### src/rtl/bcd_to_binary.sv
// Serial packed-BCD to binary converter: one decimal digit per clock, MSD first.
// Requests containing a non-decimal nibble are rejected in one cycle with error set.
module bcd_to_binary #(
  parameter int DIGITS = 5,
  parameter int BIN_W  = 17
) (
  input  logic                  clk,
  input  logic                  rst,
  input  logic                  start,
  input  logic [4*DIGITS-1:0]   inBCD,
  output logic [BIN_W-1:0]      outNum,
  output logic                  busy,
  output logic                  done,
  output logic                  error
);

  localparam int SR_W   = 4 * DIGITS;
  localparam int IDX_W  = (DIGITS > 1) ? $clog2(DIGITS) : 1;
  localparam int WIDE_W = BIN_W + 4;

  typedef enum logic {
    IDLE,
    CONV
  } state_t;

  state_t             state_reg;
  logic [SR_W-1:0]    sr_reg;
  logic [BIN_W-1:0]   acc_reg;
  logic [IDX_W-1:0]   idx_reg;

  // Per-nibble legality of the incoming request.
  logic [DIGITS-1:0]  nib_bad;
  logic               any_bad;

  genvar gi;
  generate
    for (gi = 0; gi < DIGITS; gi++) begin : g_nib_chk
      assign nib_bad[gi] = (inBCD[4*gi +: 4] > 4'd9);
    end
  endgenerate

  assign any_bad = |nib_bad;

  // The digit being folded in is always the top nibble of the shift register.
  logic [3:0]         cur_digit;
  logic [WIDE_W-1:0]  acc_wide;
  logic [WIDE_W-1:0]  acc_sum;
  logic [BIN_W-1:0]   acc_next;
  logic               unused_hi;

  assign cur_digit = sr_reg[SR_W-1 -: 4];
  assign acc_wide  = {4'b0000, acc_reg};
  // acc*10 as acc*8 + acc*2, done wide enough that the intermediate never wraps.
  assign acc_sum   = (acc_wide << 3) + (acc_wide << 1) + WIDE_W'(cur_digit);
  assign acc_next  = acc_sum[BIN_W-1:0];
  assign unused_hi = ^acc_sum[WIDE_W-1:BIN_W];

  always_ff @(posedge clk) begin
    if (rst) begin
      state_reg <= IDLE;
      sr_reg    <= '0;
      acc_reg   <= '0;
      idx_reg   <= '0;
      outNum    <= '0;
      busy      <= 1'b0;
      done      <= 1'b0;
      error     <= 1'b0;
    end else begin
      done <= 1'b0;
      unique case (state_reg)
        IDLE: begin
          if (start) begin
            sr_reg <= inBCD;
            if (any_bad) begin
              outNum <= '0;
              error  <= 1'b1;
              done   <= 1'b1;
            end else begin
              acc_reg   <= '0;
              idx_reg   <= IDX_W'(DIGITS - 1);
              busy      <= 1'b1;
              error     <= 1'b0;
              state_reg <= CONV;
            end
          end
        end
        CONV: begin
          // start and inBCD are deliberately ignored here; the shift register owns the operand.
          sr_reg <= sr_reg << 4;
          if (idx_reg == '0) begin
            acc_reg   <= acc_next;
            outNum    <= acc_next;
            done      <= 1'b1;
            busy      <= 1'b0;
            state_reg <= IDLE;
          end else begin
            acc_reg <= acc_next;
            idx_reg <= idx_reg - 1'b1;
          end
        end
        default: state_reg <= IDLE;
      endcase
    end
  end

endmodule

### config.mk
export PLATFORM = sky130hd
export DESIGN_NAME = bcd_to_binary
export DESIGN_NICKNAME = d
export VERILOG_FILES = /design/src/rtl/bcd_to_binary.sv
export SDC_FILE = /design/constraint.sdc
export NUM_CORES = 1
export LEC_CHECK = 0
export BUFFER_PORTS_ARGS = -buffer_cell sky130_fd_sc_hd__buf_2
export CORE_AREA = 5 5 96 98
export DETAILED_ROUTE_END_ITERATION = 7
export DIE_AREA = 0 0 101 103
export PLACE_DENSITY = 0.7
export REMOVE_ABC_BUFFERS = 1
export SLEW_MARGIN = 10
export SYNTH_ARGS = -nofsm -noshare
export SYNTH_HDL_FRONTEND = slang
export SYNTH_SLANG_ARGS = --single-unit
export TNS_END_PERCENT = 5
### constraint.sdc
create_clock -name clk -period 8.3 [get_ports clk]
set_input_delay 0.83 -clock clk [delete_from_list [all_inputs] [get_ports clk]]
set_output_delay 0.83 -clock clk [all_outputs]
set_load 0.02 [all_outputs]
---- After elaboration in Yosys (flattened, before gate mapping) ----
Index checks and enable logic that the tools add are counted.
word-level totals
  register bits after elaboration ......... 60
  input bits .............................. 23
  output and inout port bits .............. 20
cells by class
  $add $sub $neg .......................... 3
  magnitude comparators ................... 5
  equal/unequal tests ..................... 5
  mux-type cells .......................... 25
  bitwise gates (word level) .............. 1
  reduce and logical (&&, ||, !) cells .... 7
operator list
  cell                                                                number
  17-bit 2-to-1 mux                                                   3
  20-bit one-hot mux with 2 select lines                              1
  17-bit one-hot mux with 2 select lines                              1
  16-bit 2-to-1 mux                                                   2
  16-bit one-hot mux with 2 select lines                              1
  4-bit greater-than comparator, second input constant                5
  20-bit 2-to-1 mux                                                   1
  17-bit adder                                                        1
  17-bit by 4-bit adder with 17-bit output                            1
  1-bit 2-to-1 mux                                                    9
  3-bit 2-to-1 mux                                                    3
  3-bit AND reduction                                                 3
  2-bit != test, second input constant                                4
  1-bit one-hot mux with 2 select lines                               3
  3-bit one-hot mux with 2 select lines                               1
  5-bit OR reduction                                                  1
  2-bit AND reduction                                                 2
  3-bit zero test                                                     1
  3-bit by 1-bit subtractor with 3-bit output, second input constant  1
  2-bit by 1-bit != test with 1-bit output, second input constant     1
  1-bit inverter                                                      1

---- Logic depth before layout (Yosys ltp) ----
Gate-level depths: netlist of run 1.
  depth in word-level cells ............... 5
  depth in mapped cells ................... 10
  gate-level depth less buffers ........... 10

---- Worst setup path after synthesis of run 1 ----
No wires, ideal clock.
  kind .................................... register to register
  start ................................... reg sr_reg[19]
  end ..................................... reg outNum[16]
  arrival ................................. 2.607 ns
  slack ................................... 5.576 ns
  stages on the path, launching flop included .. 11
  buffers on the path ..................... 0
  cells stage by stage .................... dfxtp_1 > inv_1 > fa_1 > inv_1 > fa_1 > a211oi_2 > o21ai_1 > a2111o_1 > a31oi_2 > xnor2_1 > a22o_1
on the way
  word-level cells in the longest chain between the ends .. 3
ends and longest elaborated chain
  element                                   RTL line  text
  from (decl)                               27        logic [SR_W-1:0] sr_reg;
  from (signal assigned)                    73        sr_reg <= inBCD;
  from (signal assigned)                    89        sr_reg <= sr_reg << 4;
  17-bit by 4-bit adder with 17-bit output  54        assign acc_sum = (acc_wide << 3) + (acc_wide << 1) + WIDE_W'(cur_digit);
  17-bit 2-to-1 mux                         90        if (idx_reg == '0) begin
  17-bit one-hot mux with 2 select lines    70        unique case (state_reg)
  to (signal assigned)                      92        outNum <= acc_next;
  to (decl)                                 11        output logic [BIN_W-1:0] outNum,
Every way passes these cells. The select of a mux whose other input is x is not followed.
A chain may end at the register's enable or synchronous reset.

---- Final worst setup path of run 1 ----
  start ................................... reg acc_reg[0]
  end ..................................... reg outNum[16]
on the way
  word-level cells in the longest chain between the ends .. 4
ends and longest elaborated chain
  element                                   RTL line  text
  from (decl)                               28        logic [BIN_W-1:0] acc_reg;
  from (signal assigned)                    91        acc_reg <= acc_next;
  from (signal assigned)                    97        acc_reg <= acc_next;
  17-bit adder                              54
  17-bit by 4-bit adder with 17-bit output  54
  17-bit 2-to-1 mux                         90
  17-bit one-hot mux with 2 select lines    70
Every way passes these cells. The select of a mux whose other input is x is not followed.

==> results of run 1 <==
==> cells in the mapped netlist, drive strengths merged (4+ instances only) <==
cell type  instances  area, sq um
nand4              4         25.0
a211oi             5         47.5
nor2              57          214
xnor2              6         52.6
nand3             11         55.1
mux2i             20          200
dfxtp             60         1200
clkbuf            14         52.6
a22oi              7         52.6
a31oi              6         43.8
or3                4         25.0
buf                5         20.0
xor2               4         35.0
a21oi             41          205
ha                30          375
nand2b             4         25.0
a22o               5         43.8
inv               12         45.0
nand2             27          101
o21ai             21          105
==> layout by cell type (no fill, tap or decap), types with 3 or more instances in the layout <==
master	Yosys	layout
mux2i_1	20	20
a31oi_1	5	5
or2_2	3	3
nand2b_1	4	4
nand3_1	11	11
dfxtp_1	60	59
a21o_1	3	3
inv_1	12	12
xor2_1	4	4
nor2b_1	3	3
a32oi_1	3	3
a21oi_1	41	41
a22o_1	5	5
nand2_1	27	27
a211oi_1	3	3
nor2_1	57	57
nand3b_1	3	3
xnor2_1	6	6
or3_1	4	4
a211o_1	3	3
ha_1	30	30
clkbuf_8	0	10
buf_2	1	42
a22oi_1	7	7
o21ai_0	19	19
nand4_1	4	4
==> kinds of logic (layout without fill, tap and decap cells) <==
group	after synthesis	in the layout	synth area share, %
AOI/OAI and AO/OA	105	105	20.8
adders and majority gates	32	32	12.8
buffers and inverters	31	71	3.63
and+or+nand+nor	121	121	16.8
DFF	60	60	37.1
xor gates and xnor gates	10	10	2.70
muxes	20	20	6.18
==> where the power goes <==
group | leakage, uW | switching [uW] | internal [uW] | total [uW]
Clock | 0.0000983 | 120 | 146 | 266
Combinational | 0.00117 | 29.1 | 17.6 | 46.7
Sequential | 0.000488 | 4.29 | 295 | 300
==> layout make-up <==
cell class                      instances  share of cell area (%)
Sequential cell                        60                    32.3
Multi-Input combinational cell        288                    51.6
Tap cell                              108                    3.63
Inverter                               12                    1.21
Clock inverter                          6                    1.71
Timing Repair Buffer                   43                    5.85
Clock buffer                           10                    3.70
==> worst register-to-register path, cell delays in order, from the launching register on <==
cell	delay [ns]
dfxtp_1	0.36
inv_1	0.06
fa_1	0.50
inv_1	0.07
fa_1	0.48
a211oi_2	0.29
o21ai_1	0.16
a2111o_1	0.41
a31oi_2	0.18
xnor2_1	0.08
a22o_1	0.20
==> worst max-delay path by stage <==
stage                    start           to  slack, ns
floorplan           sr_reg[19]   outNum[16]       5.58
global placement    sr_reg[19]   outNum[16]       5.45
detailed placement  acc_reg[0]   outNum[16]       5.43
CTS                 acc_reg[0]   outNum[16]       5.41
global route        acc_reg[0]  acc_reg[15]       5.23
finish              acc_reg[0]   outNum[16]       5.41
==> per-layer routing <==
metal	vias to the layer above	share of wire [%]
met1	1304	47
met2	56	47
met3	11	4.9
met4	0	1.0
met5	-	0
li1	1425	-
==> stage by stage <==
stage	total power (uW)	util (%)	worst slack (ns)	hold WS (ns)	cell area (sq um)
finish	612	44.4	5.41	0.453	3720
global route	636	44.4	5.23	0.484	3720
detailed placement	353	42.0	5.43	0.445	3520
floorplan	332	-	5.58	0.437	3170
CTS	620	44.4	5.41	0.456	3720
global placement	351	42.0	5.45	0.437	3520
==> out/metrics.cfg, run 1 <==
[logic_synthesis]
netlist_instances=379
synth_edf_count=0
ys_types=45
synth_warnings=0
syn_area_sq_um=3240
synth.avg_cell_area_sq_um=8.55
ys_seq_elements=60
synthFlopType=dfxtp_1
async_reset_ff_share_pct=0
yosysSeqAreaShare_pct=37.1

[timing]
fin_setup_tns_ns=0
finClkSkew_ns=0.00861
fmax_ghz=0.346
relSlewSlack_pct=31.0
finalHoldViolCount=0
period_share_pct=34.8
setup_viol=0
rsz0062_at_grt=no
post-route-min-period_ns=2.89
slew_violations=0
tightest_slew_ns=1.03

[floorplan]
start_util_pct=38.7
core-area_sq_um=8380
die_w_microns=101
die-area_sq_um=10400
io_pins=43
num_rows=34
die_h_microns=103

[layout]
fin_nets=469
drive_gt1_share_pct=16.2
fin_cells=527
n_antenna_cell=0
syn_to_final_growth_pct=14.9
largest_reg_flops=20
fill_cells=821
seqCellArea_sq_um=1200
multi_input_area_sq_um=1920

[cts]
cts_inserted_buffers=9
clkTransAtPathRegs_ns=0.07
htreeDepth=3
clock_latency_ns=0.34
cts_hold_buf=0
cts_tree=yes
cts_sinks=60
cts_setup_buffers=0
cts_resized=0
clockBufferDepth=2
clockRootBuffer=clkbuf_8

[setup_path]
r2r_slack_ns=5.41
critPathKind=reg -> reg
r2r-end=outNum[16]
cp.depth=10
timing.critical_path.buf_inv=2
worst-path-max-fanout=3
ff2ff_path_depth=10
crit_path_end_kind=flop
critPathTopFamily=compound AO/OA/AOI/OAI gates
start_kind=flop
max_stage_delay_ns=0.50
crit_path_top_delay_cell=fa_1
arrival_ns=3.13
crit_chain=inv_1 -> fa_1 -> inv_1 -> fa_1 -> a211oi_2 -> o21ai_1 -> a2111o_1 -> a31oi_2 -> xnor2_1 -> a22o_1
required_ns=8.54
regToRegStartpoint=acc_reg[0]

[power]
cellPowerDensity_nw_per_um2=165
p_leak_uw=0.00176
ir_worst_vdd_uv=81.4

[status]
status=completed

[placement]
dp_hpwl_microns=5380
numPortBuffers=42
dp.cells=511
gp_congestion=0.862

[worst_hold_path]
hp-class=reg -> reg
hold_start=outNum[8]
whs_path_depth=2
whs_endpoint=outNum[8]

[grt]
top_usage_layer=met2
grt_use_met1_pct=18.4
antenna_found_initial=0
track_usage_pct=14.2
grt_pass1_wl_microns=11900
grt-ovfl-total=0
grt_pass1_vias=2531
met3_usage_pct=3.38
grt_start_max_net_pins=67
grtUsageMet2_pct=23.5

[drt]
dr.pass1.iters=4
first_iter_violations=131
final_antenna_net_count=0
drc=0
vias=2796
wl_microns=7400
wl_per_cell_microns=14.0
viasPerCell=5.31

[run]
maxCapViolCount=0

Note: power is estimated with default switching activity, not from simulation.
==> inputs of run 2 (changes only) <==
clock period = 3 ns   (was 8.3 ns; I/O delays follow)
==> run 2 against run 1 <==
Effect of this change: critical path type unchanged; clock power rose to 2.8 times the previous value; setup slack got worse by 5.2 ns; final area rose by 0.94%; non-clock buffer count rose by 2; flip-flop and latch count did not move; highest routed layer unchanged; first-iteration DRC count fell by 21%; cell count rose by 0.38%; clock skew fell by 0.0015 ns; critical path depth did not move; sequential power rose to 2.8 times the previous value.
==> out/metrics.cfg, run 2 (synthesis results as in run 1) <==
[layout]
layout_commonest_cell=dfxtp_1
multi_input_area_sq_um=1940
drive_gt1_share_pct=17.3
fill_cells=804
syn_to_final_growth_pct=16.0
largest_reg_flops=20
fin_nets=471
n_antenna_cell=0
final_cell_mix=59 x dfxtp_1, 57 x nor2_1, 42 x buf_2, 41 x a21oi_1, 30 x ha_1
fin_cells=529
seqCellArea_sq_um=1200
post-route-util_pct=44.8

[setup_path]
timing.critical_path.buf_inv=2
critPathTopFamily=compound AO/OA/AOI/OAI gates
start_kind=flop
arrival_ns=3.02
worst-path-max-fanout=3
crit_top_cell=inv_1
required_ns=3.23
crit_chain=inv_1 -> fa_1 -> inv_1 -> fa_2 -> a211oi_2 -> o21ai_2 -> a2111o_1 -> a31oi_2 -> xnor2_1 -> a22o_1
crit_path_end_kind=flop
max_stage_delay_ns=0.49
crit_path_top_delay_cell=fa_1
critPathKind=reg -> reg

[grt]
grt-ovfl-total=0
grt_pass1_vias=2658
grt_start_max_net_pins=53
track_usage_pct=14.8
antenna_found_initial=0
grt_pass1_wl_microns=12500

[drt]
first_iter_violations=104
wl_microns=7430
dr.pass1.iters=4
vias=2805
final_antenna_net_count=0
drc=0
wl_per_cell_microns=14.1
viasPerCell=5.30

[cts]
clock_latency_ns=0.34
clockRootBuffer=clkbuf_8
cts_tree=yes
htreeDepth=3
clockBufferDepth=2
cts_inserted_buffers=9
cts_setup_buffers=0
cts_sinks=60
clkTransAtPathRegs_ns=0.07

[timing]
slew_violations=0
fmax_ghz=0.360
period_share_pct=92.7
relSlewSlack_pct=32.6
post-route-min-period_ns=2.78
tightest_slew_ns=1.01
rsz0062_at_grt=no
finalHoldViolCount=0
finClkSkew_ns=0.00714
fin_setup_tns_ns=0
setup_viol=0

[placement]
numPortBuffers=42
dp.cells=513
dp_hpwl_microns=5470
gp_congestion=0.833

[floorplan]
die-area_sq_um=10400
num_rows=34
die_w_microns=101
core-area_sq_um=8380
die_h_microns=103
start_util_pct=38.7
io_pins=43

[status]
status=completed

[run]
maxCapViolCount=0

[worst_hold_path]
hp-class=in -> reg

[power]
ir_worst_vdd_uv=231
p_leak_uw=0.00177
cellPowerDensity_nw_per_um2=455

run 2: worst min-delay path, delay by kind of cell:
| family | cells | cell delay (ns) |
|---|---|---|
| AND/OR/NAND/NOR | 1 | 0.07 |
| multiplexers | 1 | 0.06 |
| buffers and inverters | 1 | 0.07 |
run 2: report_power, final:
part           switching, uW  total [uW]  internal, uW
Combinational           78.8         129          50.1
Sequential              12.6         830           818
Clock                    324         751           426
Total                    416        1710          1290
run 2: what timing repair did:
action	CTS	global route
hold buffers	0	0
endpoints found under the setup margin	0	5
hold endpoints to repair	0	0
gates resized for setup	0	4
run 2: final timing paths:
| path | startpoint | cells past startpoint | endpoint | slack (ns) |
|---|---|---|---|---|
| worst max register to register | acc_reg[0] | 10 | outNum[16] | 0.22 |
| worst min-delay path | inBCD[0] | 3 | sr_reg[0] | 0.20 |
| worst min register to register | outNum[6] | 2 | outNum[6] | 0.45 |
| worst max-delay path | acc_reg[0] | 10 | outNum[16] | 0.22 |
run 2: stage by stage:
stage | hold WS, ns | total power (uW) | area (sq um) | setup WS [ns]
global route | 0.219 | 1780 | 3760 | 0.0555
finish | 0.195 | 1710 | 3760 | 0.219
detailed placement | 0.444 | 977 | 3540 | 0.0941
floorplan | 0.369 | 918 | 3170 | 0.276
CTS | 0.187 | 1730 | 3740 | 0.0788
global placement | 0.437 | 974 | 3540 | 0.144
run 2: cell type report:
class                           count  share of cell area [%]
Multi-Input combinational cell    288                    51.6
Sequential cell                    60                    32.0
Timing Repair Buffer               45                    6.19
Tap cell                          108                    3.60
Clock inverter                      4                    1.27
Clock buffer                       12                    4.13
Inverter                           12                    1.20
run 2: layer usage:
metal	vias up	GRT usage (%)	share of wire, %
li1	1428	-	-
met1	1319	19.5	47
met4	0	4.81	1.2
met5	-	0	0
met2	49	23.8	48
met3	9	3.99	4.5
==> inputs of run 3 (changes only) <==
CORE_AREA = 5 5 81 83   (was 5 5 96 98)
DIE_AREA = 0 0 86 88   (was 0 0 101 103)
PLACE_DENSITY = 0.91   (was 0.7)
SLEW_MARGIN = 20   (was 10)
==> run 3 against run 2 <==
Effect of this change: global-route usage rose by 6.2 points; die area fell by 27%; critical endpoint unchanged; clock skew up 0.0022 ns; cell count fell by 6.2%; fmax is 0.60% lower; highest routed layer unchanged.
==> out/metrics.cfg, run 3 (synthesis results as in run 1) <==
[cts]
clock_latency_ns=0.35
cts_inserted_buffers=9
cts_hold_buf=0
htreeDepth=3
cts_sinks=60
clockBufferDepth=2
clkTransAtPathRegs_ns=0.07
cts_setup_buffers=0
cts_tree=yes
clockRootBuffer=clkbuf_8

[floorplan]
start_util_pct=56.0
io_pins=43
die_w_microns=86
die_h_microns=88
die-area_sq_um=7570
num_rows=28
core-area_sq_um=5780

[setup_path]
critPathKind=reg -> reg
worst-path-max-fanout=3
start_kind=flop
crit_path_end_kind=flop
arrival_ns=3.04
required_ns=3.24

[power]
combPwrFrac_pct=7.9
p_leak_uw=0.00176
ir_worst_vdd_uv=359
p_sw_share_pct=24.4
p_sw_uw=402
cellPowerDensity_nw_per_um2=447
power.internal_uw=1250
clockPowerShare_pct=41.7
seq_power_share_pct=50.3

[run]
maxCapViolCount=0

[layout]
drive_gt1_share_pct=16.9
fin_nets=471
post-route-util_pct=63.9
final_cell_mix=59 x dfxtp_1, 57 x nor2_1, 42 x buf_2, 41 x a21oi_1, 30 x ha_1
fill_cells=480
layout_commonest_cell=dfxtp_1
syn_to_final_growth_pct=13.9
largest_reg_flops=20
n_antenna_cell=0

[timing]
slew_violations=0
post-route-min-period_ns=2.80
rsz0062_at_grt=no
fin_setup_tns_ns=0
setup_viol=0
finalHoldViolCount=0
fmax_ghz=0.357
relSlewSlack_pct=31.4
tightest_slew_ns=1.03
finClkSkew_ns=0.00930
period_share_pct=93.3

[grt]
antenna_found_initial=0
track_usage_pct=21.1
grt_pass1_vias=2814
grt-ovfl-total=0
grt_pass1_wl_microns=12700
grt_start_max_net_pins=48

[status]
status=completed

[worst_hold_path]
hp-class=in -> reg

[drt]
final_antenna_net_count=0
dr.pass1.iters=5
wl_microns=7640
viasPerCell=5.83
vias=2893
wl_per_cell_microns=15.4
first_iter_violations=225
drc=0

[placement]
numPortBuffers=42
dp_hpwl_microns=5680
gp_congestion=0.866

==> run 3: cell count changes in the layout (fill, tap and decap cells not counted), sizes merged <==
cell,previous run,this run
clkinv,2,3
clkbuf,12,11
==> run 3: timing repair <==
item	CTS	global route
resized for setup	0	3
endpoints found under the setup margin	0	4
endpoints found under the hold margin	0	0
==> run 3: critical path: stages (launching register included) <==
cell      delay, ns
dfxtp_1        0.37
inv_1          0.07
fa_1           0.50
inv_1          0.07
fa_2           0.42
a211oi_2       0.27
o21ai_2        0.12
a2111o_1       0.40
a31oi_2        0.19
xnor2_1        0.08
a22o_1         0.20
==> run 3: power by group through the flow <==
| stage | Sequential, uW | Combinational [uW] | Clock [uW] |
|---|---|---|---|
| global placement | 847 | 124 | 0 |
| detailed placement | 848 | 129 | 0 |
| floorplan | 850 | 68.3 | 0 |
| global route | 832 | 148 | 732 |
| finish | 830 | 131 | 688 |
| CTS | 830 | 130 | 692 |
==> run 3: final timing paths <==
kind | start | end | slack (ns) | cells past startpoint
setup / recovery | acc_reg[0] | outNum[16] | 0.20 | 10
hold / removal | inBCD[3] | sr_reg[3] | 0.21 | 3
setup reg to reg | acc_reg[0] | outNum[16] | 0.20 | 10
hold reg to reg | outNum[7] | outNum[7] | 0.45 | 2
==> run 3: cell type report <==
type                    instances  area (sq um)  share of cell area (%)
multi-input cells             288          1930                    52.4
flip-flops and latches         60          1200                    32.6
repair buffers                 45           233                    6.31
clock buffers                  11           131                    3.56
well taps                      75          93.8                    2.54
clock inverters                 5          52.6                    1.42
inverters                      12          45.0                    1.22
==> run 3: stage by stage <==
step	power, uW	cell area [sq um]	hold slack [ns]	cells	worst slack [ns]
final	1650	3690	0.211	496	0.202
after global routing	1710	3690	0.239	496	0.0389
after CTS	1650	3680	0.209	496	0.0695
after detailed placement	977	3490	0.444	480	0.0797
after global placement	971	3490	0.438	480	0.171
after floorplan	918	3170	0.369	360	0.276
==> run 3: layer usage <==
| metal | track usage (%) | routed length, microns |
|---|---|---|
| met1 | 26.1 | 3270 |
| met2 | 35.1 | 3720 |
| met3 | 4.23 | 476 |
| met4 | 10.2 | 172 |
| met5 | 0 | 0 |
